### config.mk
export PLATFORM = sky130hd
export DESIGN_NAME = gate_eval_pipe
export DESIGN_NICKNAME = d
export VERILOG_FILES = /design/src/rtl/gate_eval_pkg.sv /design/src/rtl/gate_eval_core.sv /design/src/rtl/gate_eval_pipe.sv
export SDC_FILE = /design/constraint.sdc
export NUM_CORES = 1
export LEC_CHECK = 0
export ABC_AREA = 1
export ABC_CLOCK_PERIOD_IN_PS = 1300
export CORE_AREA = 4 4 86 88
export DETAILED_ROUTE_END_ITERATION = 8
export DIE_AREA = 0 0 90 92
export GPL_ROUTABILITY_DRIVEN = 0
export HOLD_SLACK_MARGIN = 0.03
export PLACE_DENSITY = 0.74
export SLEW_MARGIN = 10
export SYNTH_ARGS = -nofsm -noshare
export SYNTH_HDL_FRONTEND = slang
export SYNTH_HIERARCHICAL = 1
export SYNTH_SLANG_ARGS = --single-unit
### constraint.sdc
create_clock -name clk -period 1.3 [get_ports clk]
set_clock_uncertainty 0.2 [all_clocks]
set_input_delay 0.195 -clock clk [delete_from_list [all_inputs] [get_ports clk]]
set_output_delay 0.195 -clock clk [all_outputs]
set_load 0.01 [all_outputs]
### src/rtl/gate_eval_pkg.sv
// Shared constants for the gate evaluation pipeline: function-select encodings and default widths.
package gate_eval_pkg;

    localparam logic [1:0] MODE_SOP  = 2'd0;
    localparam logic [1:0] MODE_POS  = 2'd1;
    localparam logic [1:0] MODE_XOR  = 2'd2;
    localparam logic [1:0] MODE_RSVD = 2'd3;

    localparam int unsigned DEFAULT_WIDTH = 8;
    localparam int unsigned DEFAULT_CNT_W = 16;

endpackage

### src/rtl/gate_eval_core.sv
// Purely combinational per-lane gate function; E is always the complement of C.
module gate_eval_core
    import gate_eval_pkg::*;
#(
    parameter int unsigned WIDTH = DEFAULT_WIDTH
) (
    input  logic [WIDTH-1:0] A,
    input  logic [WIDTH-1:0] B,
    input  logic [WIDTH-1:0] C,
    input  logic [1:0]       MODE,
    output logic [WIDTH-1:0] D,
    output logic [WIDTH-1:0] E
);

    always_comb begin
        E = ~C;
        D = (A & B) | ~C;
        // The reserved encoding deliberately falls through to SOP.
        case (MODE)
            MODE_POS: D = (A | B) & ~C;
            MODE_XOR: D = (A ^ B) | ~C;
            default:  D = (A & B) | ~C;
        endcase
    end

endmodule

### src/rtl/gate_eval_pipe.sv
// Two-stage valid/ready pipeline: stage 1 holds operands, stage 2 holds the evaluated result.
module gate_eval_pipe
    import gate_eval_pkg::*;
#(
    parameter int unsigned WIDTH = DEFAULT_WIDTH,
    parameter int unsigned CNT_W = DEFAULT_CNT_W
) (
    input  logic             clk,
    input  logic             rst,
    input  logic [WIDTH-1:0] A,
    input  logic [WIDTH-1:0] B,
    input  logic [WIDTH-1:0] C,
    input  logic [1:0]       MODE,
    input  logic             in_valid,
    output logic             in_ready,
    output logic [WIDTH-1:0] D,
    output logic [WIDTH-1:0] E,
    output logic             out_valid,
    input  logic             out_ready,
    output logic [CNT_W-1:0] xfer_cnt
);

    logic             s1_valid_q;
    logic [WIDTH-1:0] a_q, b_q, c_q;
    logic [1:0]       mode_q;

    logic             out_valid_q;
    logic [WIDTH-1:0] d_q, e_q;
    logic [CNT_W-1:0] xfer_cnt_q;

    logic [WIDTH-1:0] f_d, f_e;
    logic             s2_load;
    logic             s1_adv;
    logic             out_xfer;

    // Stage 2 can take new contents when it is empty or being drained this cycle.
    assign s2_load  = ~out_valid_q | out_ready;
    assign s1_adv   = s1_valid_q & s2_load;
    assign in_ready = ~s1_valid_q | s1_adv;
    assign out_xfer = out_valid_q & out_ready;

    gate_eval_core #(
        .WIDTH(WIDTH)
    ) u_core (
        .A    (a_q),
        .B    (b_q),
        .C    (c_q),
        .MODE (mode_q),
        .D    (f_d),
        .E    (f_e)
    );

    always_ff @(posedge clk) begin
        if (rst) begin
            s1_valid_q <= 1'b0;
            a_q        <= '0;
            b_q        <= '0;
            c_q        <= '0;
            mode_q     <= MODE_SOP;
        end else if (in_ready) begin
            s1_valid_q <= in_valid;
            if (in_valid) begin
                a_q    <= A;
                b_q    <= B;
                c_q    <= C;
                mode_q <= MODE;
            end
        end
    end

    always_ff @(posedge clk) begin
        if (rst) begin
            out_valid_q <= 1'b0;
            d_q         <= '0;
            e_q         <= '0;
        end else if (s2_load) begin
            out_valid_q <= s1_valid_q;
            if (s1_valid_q) begin
                d_q <= f_d;
                e_q <= f_e;
            end
        end
    end

    always_ff @(posedge clk) begin
        if (rst) begin
            xfer_cnt_q <= '0;
        end else if (out_xfer) begin
            xfer_cnt_q <= xfer_cnt_q + CNT_W'(1);
        end
    end

    assign out_valid = out_valid_q;
    assign D         = d_q;
    assign E         = e_q;
    assign xfer_cnt  = xfer_cnt_q;

endmodule

**Word level (Yosys, flattened, before mapping)**

Cells that the tools add are included.
W data, S select, Z words.

- Register bits: 60
- Bits of input ports: 30
- Output and inout bits: 34
- Word-level logic and storage cells: 28

- Add/sub/neg operators: 1
- Eq/ne operators: 2
- Muxes and demuxes: 1
- Bitwise operators: 13
- Reduce and logical (&&, ||, !) cells: 2

Operator list:

| operator | count |
|---|---|
| $or A8 B8 Y8 | 3 |
| $add A16 B1 Y16 const B | 1 |
| $and A8 B8 Y8 | 2 |
| $pmux W8 S2 | 1 |
| $not A8 Y8 | 1 |
| $xor A8 B8 Y8 | 1 |
| $reduce_and A2 Y1 | 2 |
| $and A1 B1 Y1 | 2 |
| $eq A2 B1 Y1 const B | 1 |
| $eq A2 B2 Y1 const B | 1 |
| $not A1 Y1 | 2 |
| $or A1 B1 Y1 | 2 |

**Logic depth before layout (Yosys ltp)**

- Word-level depth: 5
- Gate-level depth with buffers: 8
- Depth with buffers taken out: 8

**Modules after synthesis**

The synthesis kept the hierarchy.

Modules (own cells, without submodules):

| module | times used | cells an instance | area an instance (um^2) | sequential area each (um^2) |
|---|---|---|---|---|
| gate_eval_pipe | 1 | 309 | 2327.2 | 1201.2 |
| gate_eval_core | 1 | 110 | 634.4 | 0.0 |

**Worst setup path before layout**

Ideal clock, no wire load.

- Path type: register to register
- Start point: register xfer_cnt_q[1], in the netlist xfer_cnt[1]
- End point: register xfer_cnt_q[12], in the netlist xfer_cnt[12]
- Setup time: 0.113 ns
- Arrival: 1.131 ns
- Data required time: 0.987 ns
- Path slack: -0.144 ns
- Cell stages (with the launch flop): 7
- Path buffers: 0
- Clock period less this slack: 1.444 ns
- Cell sequence: dfxtp_1 ha_1 inv_1 nor3_4 nand4_1 nor2_1 nor2_1

- Longest elaborated chain between the ends: 1

Ends and longest elaborated chain:

| what | RTL line | text |
|---|---|---|
| start: declaration | gate_eval_pipe.sv:29 | `logic [CNT_W-1:0] xfer_cnt_q;` |
| start signal: assignment | gate_eval_pipe.sv:89 | `xfer_cnt_q <= xfer_cnt_q + CNT_W'(1);` |
| $add A16 B1 Y16 | gate_eval_pipe.sv:89 |  |

Every way passes these cells.
A chain may end at the register's enable or synchronous reset.

**Worst setup path in the final report**

- Start point: register xfer_cnt_q[0], in the netlist xfer_cnt[0]
- End point: register xfer_cnt_q[8], in the netlist xfer_cnt[8]

The elaborated chain is that of the path after synthesis.

==> flow_summary.yaml <==
setup_path:
  slowest_stage: "sky130_fd_sc_hd__dfxtp_4"
  crit-reg2reg-capture: "xfer_cnt[8]"
  r2r_cell_count: 7
  worstSetupEndpoint: "xfer_cnt[8]"
  cp-end-kind: "flop"
  setup.reg_to_reg.worst_slack_ps: -280
  setup.worst_path.class: "flop to flop"
  path_buf_inv: 1
  crit_path_cell_trace: "ha_4, buf_6, nand3_4, nor3_4, nand3_1, nand2_1, a21oi_1"
  slowest_delay_ps: 390
  worstReg2RegStart: "xfer_cnt[0]"
  start_kind: "flop"
  cpLargestDelayFamily: "simple AND/OR/NAND/NOR gates"
  timing.critical_path.required_ps: 1330
  cp-startpoint: "xfer_cnt[0]"
  timing.critical_path.fanout_max: 5
  worst_ep_arrival_time_ps: 1610
  worstSetupPathDepth: 7
power_and_ir_drop:
  power_switching_mw: 1.460
  intPower_mw: 3.700
  fraction_of_power_consumed_by_the_clock_network: 0.400
  power-per-cell-area_nw_per_um2: 1035
  p_sw_frac: 0.2829
  power.leakage_nw: 2.173
  comb_power_share: 0.208
  power_frac_seq: 0.391
  peak_vdd_ir_uv: 771.2
synth:
  synth-xor-area-share: 0.002957
  synth_simple_gate_area_share: 0.3042
  syn_area_per_cell_um2: 7.068
  synth-seq-cells: 60
  synth-compound-area-share: 0.1031
  summed_instance_area_of_the_synthesized_netlist_um2: 2962
  synth_fa_ha_area_frac: 0.07182
  syn-num-nets: 466
  post_synth_inst_count: 419
  synth_edf_count: 0
  synth.lib_cells_used.distinct: 29
  synth.area.mux_share: 0
  asyncSetResetFlopFracSynth: 0
  yosys_most_used_dff: "sky130_fd_sc_hd__dfxtp_1"
  synth_top_family_by_area: "simple AND/OR/NAND/NOR gates"
  yosysSeqAreaShare: 0.4056
  yosys_warnings: 6
sta:
  tightestPinTransition_ps: 270.1
  max-slew-margin-rel: 0.8193
  timing.fmax_ghz: 0.6330
  maxSlewViolCount: 0
  finalWorstSetupSlack_ps: -279.9
  period_share: 1.215
  rsz0062_at_grt: "yes"
  timing.final.crit_period_ps: 1580
  setup_viol_count_final: 50
  final-hold-violation-count: 0
clocking:
  clock_sinks: 60
  cts_hold_bufs: 0
  cts_made_buffers: 9
  clk_root_buffer_cell: "sky130_fd_sc_hd__clkbuf_8"
  cts_max_level: 3
  ctsLongestPathBuffers: 2
  tritoncts: "yes"
  clk_latency_ps: 340
  cts.clk_slew.worst_paths_ps: 80
global_routing:
  grt_first_pass_wirelength_um: 14050
  global_route.usage.met1: 0.2396
  largest_net_degree_at_the_start_of_global_routing: 30
  grt_remaining_overflow: 0
  groute.layer.met2.usage: 0.3790
  number_of_global_route_vias_before_repair: 3008
  antenna_found_initial: 0
  grt_util_all_layers: 0.2085
  grtUsageMet3: 0.03281
  grt_most_used_layer: "met2"
floorplan:
  die_height_um: 92
  top_level_ports: 64
  rows: 30
  core_area_um2: 6644
  start_util: 0.4458
  die_width_um: 90
  die_area_um2: 8280
routing:
  detail_route.wl_per_cell_um: 16.93
  drt_iter0_drc: 181
  route.detailed.drc: 0
  final_wirelength_um: 10530
  count_of_antenna_violating_nets_left_after_detailed_routing: 0
  via_count: 3321
  post_drt_via_cell_ratio: 5.339
  total_iterations_of_the_first_detailed_routing_run: 5
run:
  drv_cap: 0
placement:
  number_of_i_o_port_buffers: 63
  placed_instances: 588
  pre_cts_slack_ps: -503.0
  dp_hpwl_um: 5527
finish:
  insertedDiodeCount: 0
  post_route_cells_drive_above_1_share: 0.5295
  syn_to_final_growth_pct: 68.27
  finish.net_count: 584
  n_fill_cell: 415
  fin_cells: 622
hold_path:
  hold_path_class: "input pin to flop"
status:
  outcome: "complete, but fails checks"
  violations: "negative setup slack"
placed cells by master, fill, tap and decap left out, types with 4 or more instances in the layout:
cell type and instances:
sky130_fd_sc_hd__nor2_1 94, sky130_fd_sc_hd__nand2_2 9, sky130_fd_sc_hd__buf_12 7, sky130_fd_sc_hd__buf_2 15, sky130_fd_sc_hd__dfxtp_4 7, sky130_fd_sc_hd__nor2_2 10, sky130_fd_sc_hd__dfxtp_1 17, sky130_fd_sc_hd__inv_1 24
sky130_fd_sc_hd__buf_6 13, sky130_fd_sc_hd__inv_2 34, sky130_fd_sc_hd__ha_4 15, sky130_fd_sc_hd__clkbuf_8 10, sky130_fd_sc_hd__a21oi_1 8, sky130_fd_sc_hd__clkdlybuf4s15_2 9, sky130_fd_sc_hd__dfxtp_2 36, sky130_fd_sc_hd__o21ai_0 8
sky130_fd_sc_hd__buf_4 39, sky130_fd_sc_hd__nand2_8 4, sky130_fd_sc_hd__nand3_1 12, sky130_fd_sc_hd__nand3_2 20, sky130_fd_sc_hd__o21ai_2 26, sky130_fd_sc_hd__clkbuf_2 5, sky130_fd_sc_hd__o21ai_1 13, sky130_fd_sc_hd__clkdlybuf4s50_1 28
sky130_fd_sc_hd__nand2_1 43
kinds of logic (layout without fill, tap and decap cells):
family | count (synthesis) | count (layout)
simple gates | 205 | 205
buf+inv | 76 | 199
compound gates | 60 | 60
flops | 60 | 60
fa+ha+maj | 17 | 17
xor+xnor | 1 | 1
final cells by class:
cell class,instances,area [µm²],share of cell area
clock buffer,11,162.7,0.03264
sequential,60,1272,0.2553
tap,80,100.1,0.02009
inverter,63,274.0,0.05498
clock inverter,5,81.33,0.01632
timing repair buffer,120,1130,0.2267
multi-input combinational,283,1963,0.3939
Yosys cell counts, types with 4 or more instances:
cell type	count	area share
sky130_fd_sc_hd__nor2_1	105	0.13
sky130_fd_sc_hd__dfxtp_1	60	0.41
sky130_fd_sc_hd__inv_1	57	0.072
sky130_fd_sc_hd__nand2_1	52	0.066
sky130_fd_sc_hd__o21ai_0	48	0.081
sky130_fd_sc_hd__nand3_1	33	0.056
sky130_fd_sc_hd__ha_1	17	0.072
sky130_fd_sc_hd__a21oi_1	10	0.017
sky130_fd_sc_hd__inv_2	4	0.0051
power groups by stage:
stage | logic [mW] | clock network (mW) | registers, mW
floorplan | 0.368 | 0 | 2.06
global placement | 0.742 | 0 | 2.04
detailed placement | 0.758 | 0 | 2.05
CTS | 0.866 | 2.01 | 2.01
global route | 1.16 | 2.14 | 2.03
finish | 1.08 | 2.07 | 2.02
worst min path at each step:
stage	slack (ps)	to	start	cells after the start
5_1_grt	200	out_valid	out_ready	4
3_5_place_dp	270	c_q[2]	c_q[2]	2
4_1_cts	150	out_valid	out_ready	4
6_report	170	out_valid	out_ready	4
3_3_place_gp	260	xfer_cnt[3]	xfer_cnt[3]	1
2_1_floorplan	60	out_valid	rst	1
flip-flops by register name, indices dropped and copies added (netlist names):
register,count
out_valid,1
D,8
a_q,8
c_q,8
b_q,8
s1_valid_q,1
xfer_cnt,16
mode_q,2
E,8
metrics by stage:
stage	utilization	power [mW]	cell area (µm²)	hold slack, ps	TNS (ps)
2_1_floorplan	-	2.432	3017	56.65	-39.28
5_1_grt	0.7501	5.325	4984	197.2	-7148
3_3_place_gp	0.6068	2.782	4031	255.1	-21500
6_report	0.7501	5.159	4984	172.8	-4828
3_5_place_dp	0.6068	2.804	4031	271.7	-23730
4_1_cts	0.6977	4.885	4636	154.0	-1562
repair_timing:
item / in CTS / in global routing
gates resized for setup: 217 / 126
cloned: 0 / 3
setup buffers: 8 / 8
hold endpoints to repair: 0 / 0
endpoints found under the setup margin: 84 / 75
pin swaps: 55 / 38
metal layers:
| layer | vias to the layer above | wire length [µm] |
|---|---|---|
| li1 | 1555 | - |
| met1 | 1567 | 4244 |
| met2 | 164 | 5325 |
| met3 | 35 | 631 |
| met4 | 0 | 328 |
| met5 | - | 0 |
tightest hold or removal path: stages:
cell	delay (ps)
sky130_fd_sc_hd__dlygate4sd2_1	260
sky130_fd_sc_hd__inv_2	80
sky130_fd_sc_hd__nand2_2	80
sky130_fd_sc_hd__a21oi_1	60
Power figures use the tool's default switching activity.
